## config.mk

```make
export PLATFORM = sky130hd
export DESIGN_NAME = imem_program_loader
export DESIGN_NICKNAME = d
export VERILOG_FILES = /design/src/rtl/imem_program_loader_pkg.sv /design/src/rtl/imem_program_loader_byte_word_packer.sv /design/src/rtl/imem_program_loader.sv
export SDC_FILE = /design/constraint.sdc
export NUM_CORES = 1
export LEC_CHECK = 0
export CORE_UTILIZATION = 24
export CTS_BUF_LIST = sky130_fd_sc_hd__clkbuf_4 sky130_fd_sc_hd__clkbuf_8
export DETAILED_ROUTE_END_ITERATION = 10
export PLACE_DENSITY = 0.41
export SLEW_MARGIN = 0
export SYNTH_ARGS = -nofsm -noshare
export SYNTH_HDL_FRONTEND = slang
export SYNTH_SLANG_ARGS = --single-unit
```

## constraint.sdc

```tcl
create_clock -name i_clk -period 6.83 [get_ports i_clk]
set_input_delay 1.7075 -clock i_clk [delete_from_list [all_inputs] [get_ports i_clk]]
set_output_delay 1.7075 -clock i_clk [all_outputs]
set_load 0.02 [all_outputs]
```

## src/rtl/imem_program_loader_pkg.sv

```systemverilog
// Shared debug-side definitions for the instruction-memory program loader.
package imem_program_loader_pkg;

  localparam int IMEM_BYTES = 256;
  localparam int IMEM_WORDS = IMEM_BYTES / 4;
  localparam int ADDR_W     = 8;

  localparam logic [31:0] HALT_WORD = 32'hFFFF_FFFF;

  typedef enum logic [1:0] {
    IDLE  = 2'd0,
    RECV  = 2'd1,
    WRITE = 2'd2,
    DONE  = 2'd3
  } state_e;

endpackage

```

## src/rtl/imem_program_loader_byte_word_packer.sv

```systemverilog
// Packs a big-endian byte stream into 32-bit words; the first byte lands in the MSB.
module byte_word_packer (
  input  logic        clk_i,
  input  logic        rst_i,
  input  logic        clear_i,
  input  logic        valid_i,
  input  logic [7:0]  byte_i,
  output logic [31:0] word_o,
  output logic [31:0] word_next_o,
  output logic        word_ready_o
);

  logic [31:0] word_q, word_d;
  logic [1:0]  cnt_q, cnt_d;
  logic [31:0] wordShift;

  // A clear that coincides with a valid byte starts the next word with that byte
  always_comb begin
    wordShift    = {word_q[23:0], byte_i};
    word_d       = word_q;
    cnt_d        = cnt_q;
    word_ready_o = 1'b0;
    if (clear_i) begin
      word_d = valid_i ? {24'h0, byte_i} : 32'h0;
      cnt_d  = valid_i ? 2'd1 : 2'd0;
    end else if (valid_i) begin
      word_d       = wordShift;
      cnt_d        = cnt_q + 2'd1;
      word_ready_o = (cnt_q == 2'd3);
    end
  end

  // Shift register and byte counter
  always_ff @(posedge clk_i or posedge rst_i) begin
    if (rst_i) begin
      word_q <= 32'h0;
      cnt_q  <= 2'd0;
    end else begin
      word_q <= word_d;
      cnt_q  <= cnt_d;
    end
  end

  assign word_o      = word_q;
  assign word_next_o = wordShift;

endmodule

```

## src/rtl/imem_program_loader.sv

```systemverilog
// Debug loader: packs UART bytes into words and writes them to sequential imem addresses.
module imem_program_loader
  import imem_program_loader_pkg::*;
(
  input  logic        i_clk,
  input  logic        i_reset,
  input  logic        i_start,
  input  logic        i_rx_valid,
  input  logic [7:0]  i_rx_data,
  output logic        o_write_en,
  output logic [31:0] o_data,
  output logic [31:0] o_addr_wr,
  output logic        o_busy,
  output logic        o_done,
  output logic        o_overflow,
  output logic [6:0]  o_word_count
);

  state_e state_q, state_d;

  logic [ADDR_W:0]   addr_q;
  logic [ADDR_W-1:0] addrWr_q;
  logic [31:0]       data_q;
  logic [6:0]        wordCount_q;
  logic              overflow_q;

  logic [ADDR_W:0] addrNext;
  logic            lastSlot;
  logic            isHalt;
  logic            startAccept;
  logic            packValid;
  logic            packClear;
  logic            wordReady;
  logic [31:0]     packWord;
  logic [31:0]     packWordNext;

  assign addrNext = addr_q + (ADDR_W+1)'(4);
  assign lastSlot = (addrNext == (ADDR_W+1)'(IMEM_BYTES));
  assign isHalt   = (packWord == HALT_WORD);

  byte_word_packer uPacker (
    .clk_i        (i_clk),
    .rst_i        (i_reset),
    .clear_i      (packClear),
    .valid_i      (packValid),
    .byte_i       (i_rx_data),
    .word_o       (packWord),
    .word_next_o  (packWordNext),
    .word_ready_o (wordReady)
  );

  // State register
  always_ff @(posedge i_clk or posedge i_reset) begin
    if (i_reset) state_q <= IDLE;
    else         state_q <= state_d;
  end

  // Next-state logic; a session ends on the halt word or after the last slot is written
  always_comb begin
    state_d = state_q;
    case (state_q)
      IDLE:    if (i_start) state_d = RECV;
      RECV:    if (wordReady) state_d = WRITE;
      WRITE:   state_d = (isHalt || lastSlot) ? DONE : RECV;
      DONE:    if (i_start) state_d = RECV;
      default: state_d = IDLE;
    endcase
  end

  // Output and packer control decode; a byte in WRITE is kept only if the session continues
  always_comb begin
    o_write_en  = (state_q == WRITE);
    o_busy      = (state_q == RECV) || (state_q == WRITE);
    o_done      = (state_q == DONE);
    startAccept = i_start && ((state_q == IDLE) || (state_q == DONE));
    packClear   = startAccept || (state_q == WRITE);
    packValid   = i_rx_valid &&
                  ((state_q == RECV) || ((state_q == WRITE) && !isHalt && !lastSlot));
  end

  // Address, word count, overflow flag and the registered write data/address
  always_ff @(posedge i_clk or posedge i_reset) begin
    if (i_reset) begin
      addr_q      <= '0;
      addrWr_q    <= '0;
      data_q      <= 32'h0;
      wordCount_q <= 7'd0;
      overflow_q  <= 1'b0;
    end else begin
      if (startAccept) begin
        addr_q      <= '0;
        wordCount_q <= 7'd0;
        overflow_q  <= 1'b0;
      end
      if ((state_q == RECV) && wordReady) begin
        data_q   <= packWordNext;
        addrWr_q <= addr_q[ADDR_W-1:0];
      end
      if (state_q == WRITE) begin
        addr_q      <= addrNext;
        wordCount_q <= wordCount_q + 7'd1;
        overflow_q  <= !isHalt && lastSlot;
      end
    end
  end

  assign o_data       = data_q;
  assign o_addr_wr    = {{(32-ADDR_W){1'b0}}, addrWr_q};
  assign o_overflow   = overflow_q;
  assign o_word_count = wordCount_q;

endmodule

```

Word-level counts from Yosys, hierarchy flattened
Cells that the tools add are included.

$add $sub $neg: 3. Multiply operators: 0. Div/mod/pow operators: 0. $lt $le $gt $ge: 0. Equal/unequal tests: 8. Shifts and indexed selects: 0. Muxes and demuxes: 18. Bitwise gates (word level): 0. Reduce and logical (&&, ||, !) cells: 18.

Operators with widths (number): $mux 32 (2); $eq 32x32->1 const B (1); $mux 9 (2); $mux 7 (2); $mux 2 (5); $add 9x3->9 const B (1); $eq 9x9->1 const B (1); $mux 8 (1); $add 7x1->7 const B (1); $eq 2x2->1 const B (3); $logic_and 1x1->1 (6); $pmux 2 s3 (1); $logic_or 1x1->1 (5); $mux 1 (5); $reduce_bool 2->1 (2); $add 2x1->2 const B (1); $eq 2x1->1 const B (1); $logic_not 1->1 (2); $logic_not 2->1 (1); $ne 2x1->1 const B (1); $ne 2x2->1 const B (1); $reduce_and 2->1 (1); $reduce_or 2->1 (1).

Bits in registers: 93. Latch bits: 0. RAM bits: 0. ROM bits: 0. Input port bits: 12. Output and inout port bits: 75. Word-level logic and storage cells: 55. Memories: 0.

Longest topological paths before layout
Word-level depth: 10. Depth in mapped cells: 9. Depth with buffers taken out: 7.

Cells and area by module
A second synthesis with hierarchy kept.

Cells, all modules: 373. Area, all modules: 4305.4 um2.

Modules (own cells, without submodules): imem_program_loader (instances 1, cells an instance 219, area an instance 2621.3 um2, seq. area each 1376.3 um2); byte_word_packer (instances 1, cells an instance 154, area an instance 1684.1 um2, seq. area each 850.8 um2).

Least setup slack after synthesis
OpenSTA, ideal clock, no wires.

Path type: in2reg. From: in i_start. To: reg data_q[0], in the netlist o_data[0]. Setup time: 125 ps. Arrival: 2674 ps. Required time: 6705 ps. Slack: 4031 ps. Stages: 5. Path buffers: 2. Cells stage by stage: a21oi_4 -> nand4_1 -> buf_4 -> buf_6 -> mux2_4.

Longest elaborated chain between the ends: 4.

Ends and longest elaborated chain: from (decl) (line imem_program_loader.sv:7) `input logic i_start,`; $logic_and 1x1->1 (line imem_program_loader.sv:75) `startAccept = i_start && ((state_q == IDLE) || (state_q == DONE));`; $logic_or 1x1->1 (line imem_program_loader.sv:76) `packClear = startAccept || (state_q == WRITE);`; $mux 1 (line imem_program_loader_byte_word_packer.sv:23) `if (clear_i) begin`; $logic_and 1x1->1 (line imem_program_loader.sv:95) `if ((state_q == RECV) && wordReady) begin`; to (signal assigned) (line imem_program_loader.sv:96) `data_q <= packWordNext;`; to (decl) (line imem_program_loader.sv:23) `logic [31:0] data_q;`.

Every way passes these cells. A chain may end at the register's enable or synchronous reset.

Worst setup path after layout
From: reg state_q[0]. To: out o_write_en.

Longest elaborated chain between the ends: 1.

Ends and longest elaborated chain: from (decl) (line imem_program_loader.sv:19) `state_e state_q, state_d;`; from (signal assigned) (line imem_program_loader.sv:55) `else state_q <= state_d;`; $eq 2x2->1 (line imem_program_loader.sv:72) `o_write_en = (state_q == WRITE);`; to (decl) (line imem_program_loader.sv:10) `output logic o_write_en,`.

Every way passes these cells.

==> results.tsv <==
stage	metric	value	unit
run_status	status	finished, final reports clean	
global_routing	vias in the first global route	3129	
route	DR vias/cell	4.59	
global_routing	first-pass GRT wire length	17700	um
sta	final setup vio count	0	
finish	Layout Nets	489	
die	Initial Util	0.245	
route	drt drc	0	
finish	n_diodes	0	
sta	RSZ-0062 raised after global routing	false	
yosys	sequential fraction of the synthesis area	0.506	
power	VDD IR-drop max	0.000148	V
setup_path	Worst EP required	5120	ps
route	wire length per cell	15.4	um
global_routing	Total GRT Usage	0.124	
clock_tree	clock-pin slew on the worst setup and hold paths	90	ps
finish	layout cell share with drive strength beyond 1	0.131	
sta	Final Max Slew Viols	0	
sta	final critical-path required period	3900	ps
power	power density over the cells	389	nW/um2
route	Pre-Repair DR Iteration Count	4	
global_routing	largest net degree at the start of global routing	72	
route	Routed Wire Length	10900	um
clock_tree	CTS Hold Bufs	0	
power	Leak	2.28	nW
clock_tree	CTS root buffer	clkbuf_8	
yosys	ys flop type	dfrtp_1	
job	Max-Cap Viols	0	
global_routing	Remaining Overflow, GRT	0	
finish	sequential cell area	2230	um2
yosys	number of flops mapped to enable cells by yosys	0	
die	Die Height	137	um
yosys	yosys warns	0	
clock_tree	H-tree Lvls	3	
finish	# fillers	1856	
die	row count	49	
clock_tree	post-CTS setup buffers	0	
sta	post-route clock period utilization	0.571	
global_routing	met3 Use GR	0.0210	
finish	post-route cell area	5280	um2
die	core area	18000	um2
worst_hold_path	worst min-delay path class	flip-flop to flip-flop	
die	I/O Pins	87	
placement	Placed Area	5100	um2
sta	Final Skew	8.28	ps
clock_tree	CTS tree	built	
setup_path	crit path max fanout	16	
route	drt initial violations	240	
yosys	Yosys cell types	37	
placement	HPWL after detailed placement	7030	um
yosys	syn avg cell area	10.5	um2
sta	Worst Tran Pin Value	1080	ps
sta	Rel. slew slack	0.275	
route	Via Count	3234	
setup_path	Setup CP Type	flip-flop to primary output	
die	die area	18900	um2
placement	placer congestion estimate	0.693	
die	Die X	137	um
sta	final hold slack	493	ps
setup_path	critical path arrival	2190	ps
sta	fmax	257	MHz
yosys	area of the mapped netlist	4410	um2
sta	Fin. Hold Viols	0	
yosys	async set-reset flop share out of synthesis	1.00	
clock_tree	Longest Clk Path Bufs	2	
yosys	Synth Register Bits	89	
finish	Layout area overhead	19.7	%
global_routing	GRT met1 Usage	0.181	
route	Detail Route Antenna Nets	0	
finish	footprint of the multi-input gates	1940	um2
sta	Fin Setup TNS	0	ps
clock_tree	clk sinks	89	
setup_path	CP Launch Type	flip-flop	
global_routing	GRT Max-Usage Layer	met1	
yosys	Cells after Synth	421	
clock_tree	worst-skew pair later-pin latency	370	ps
clock_tree	cts repair resizes	0	
placement	I/O Buffers	60	
setup_path	endpoint class of the critical path	primary output	
global_routing	antenna violations before repair	0	
global_routing	Global Route met2 Usage	0.178	
clock_tree	total CTS buffers	9	
registers in the layout, summed over array words and instances (netlist names):
| name | cells |
|---|---|
| o_overflow | 1 |
| uPacker.cnt_q | 2 |
| o_word_count | 7 |
| addr_q | 7 |
| addrWr_q | 6 |
| o_data | 32 |
| uPacker.word_o | 32 |
| state_q | 2 |
critical path, cell delays in order, from the launching register on:
cell	delay, ps
dfrtp_1	410
inv_1	90
ha_1	590
clkdlybuf4s50_1	730
layer usage:
metal | vias to the layer above | wire [um]
met5 | - | 0
met4 | 0 | 166
met3 | 13 | 410
met2 | 78 | 4660
met1 | 1604 | 5620
li1 | 1539 | -
report_power, final:
group | leakage, nW | internal (W) | switching (W) | total, W
clock network | 0.0919 | 0.000140 | 0.000192 | 0.000331
logic | 1.01 | 0.000372 | 0.000469 | 0.000841
registers | 1.18 | 0.000699 | 0.000179 | 0.000878
path summary, 6_finish.rpt:
| check | start | slack (ps) | end | depth (start not counted) |
|---|---|---|---|---|
| min in group asynchronous | i_reset | 1750 | uPacker.word_o[13]$_DFFE_PP0P_ | 2 |
| worst max-delay path | state_q[0]$_DFFE_PP0P_ | 2930 | o_write_en | 3 |
| worst min-delay path | o_word_count[6]$_DFFE_PP0N_ | 490 | o_word_count[6]$_DFFE_PP0N_ | 1 |
| worst max register to register | state_q[0]$_DFFE_PP0P_ | 3800 | state_q[1]$_DFFE_PP0P_ | 7 |
| worst min register to register | o_word_count[6]$_DFFE_PP0N_ | 490 | o_word_count[6]$_DFFE_PP0N_ | 1 |
| max in group asynchronous | i_reset | 3980 | addrWr_q[7]$_DFFE_PP0P_ | 3 |
layout by cell type, fill, tap and decap left out, types with 12 or more instances in the layout:
cell,netlist,final
a31oi_1,25,25
o21ai_0,13,13
mux2_4,20,20
nand2b_1,27,27
dfrtp_1,89,89
conb_1,1,26
nand3_1,39,39
nor2_1,12,12
nand2_1,52,52
nand4_1,12,12
clkdlybuf4s50_1,0,59
mux2_2,18,18
layout make-up:
cell class	count	share of cell area
repair buffers	64	0.119
flip-flops and latches	89	0.422
multi-input cells	300	0.367
clock buffers	10	0.0261
inverters	7	0.00522
clock inverters	5	0.00617
well taps	229	0.0543
logic make-up (layout without fill, tap and decap cells):
kind of cell             count (synthesis)  after routing  synth area share
AO/OA/AOI/OAI                           72             72             0.108
XOR/XNOR                                 1              1           0.00199
adder cells (fa/ha/maj)                  6              6            0.0170
buffers and inverters                   57             86            0.0758
flip-flops                              89             89             0.506
multiplexers                            39             39             0.116
other                                    1             26          0.000851
AND/OR/NAND/NOR                        156            156             0.174
metrics by stage:
stage          setup slack [ps]  instances  total power, W  utilization
3_5_place_dp               2680        689         0.00174        0.284
4_1_cts                    2920        704         0.00208        0.294
2_1_floorplan              2820        446         0.00140            -
3_3_place_gp               2720        689         0.00173        0.284
6_report                   2930        704         0.00205        0.294
5_1_grt                    2810        704         0.00221        0.294
cells in the mapped netlist, drive strengths merged (4+ instances only):
cell type	instances	area, um2
clkbuf	17	63.8
and2	8	50.1
a31oi	25	156
nand2b	27	169
nand4	12	75.1
nand3	39	195
o21ai	13	65.1
buf	33	244
nor2	12	45.0
inv	6	22.5
a22o	4	35.0
nand2	52	195
ha	6	75.1
o31ai	4	30.0
o211ai	11	87.6
mux2	38	503
dfrtp	89	2230
a21oi	11	70.1
Power figures use the tool's default switching activity.
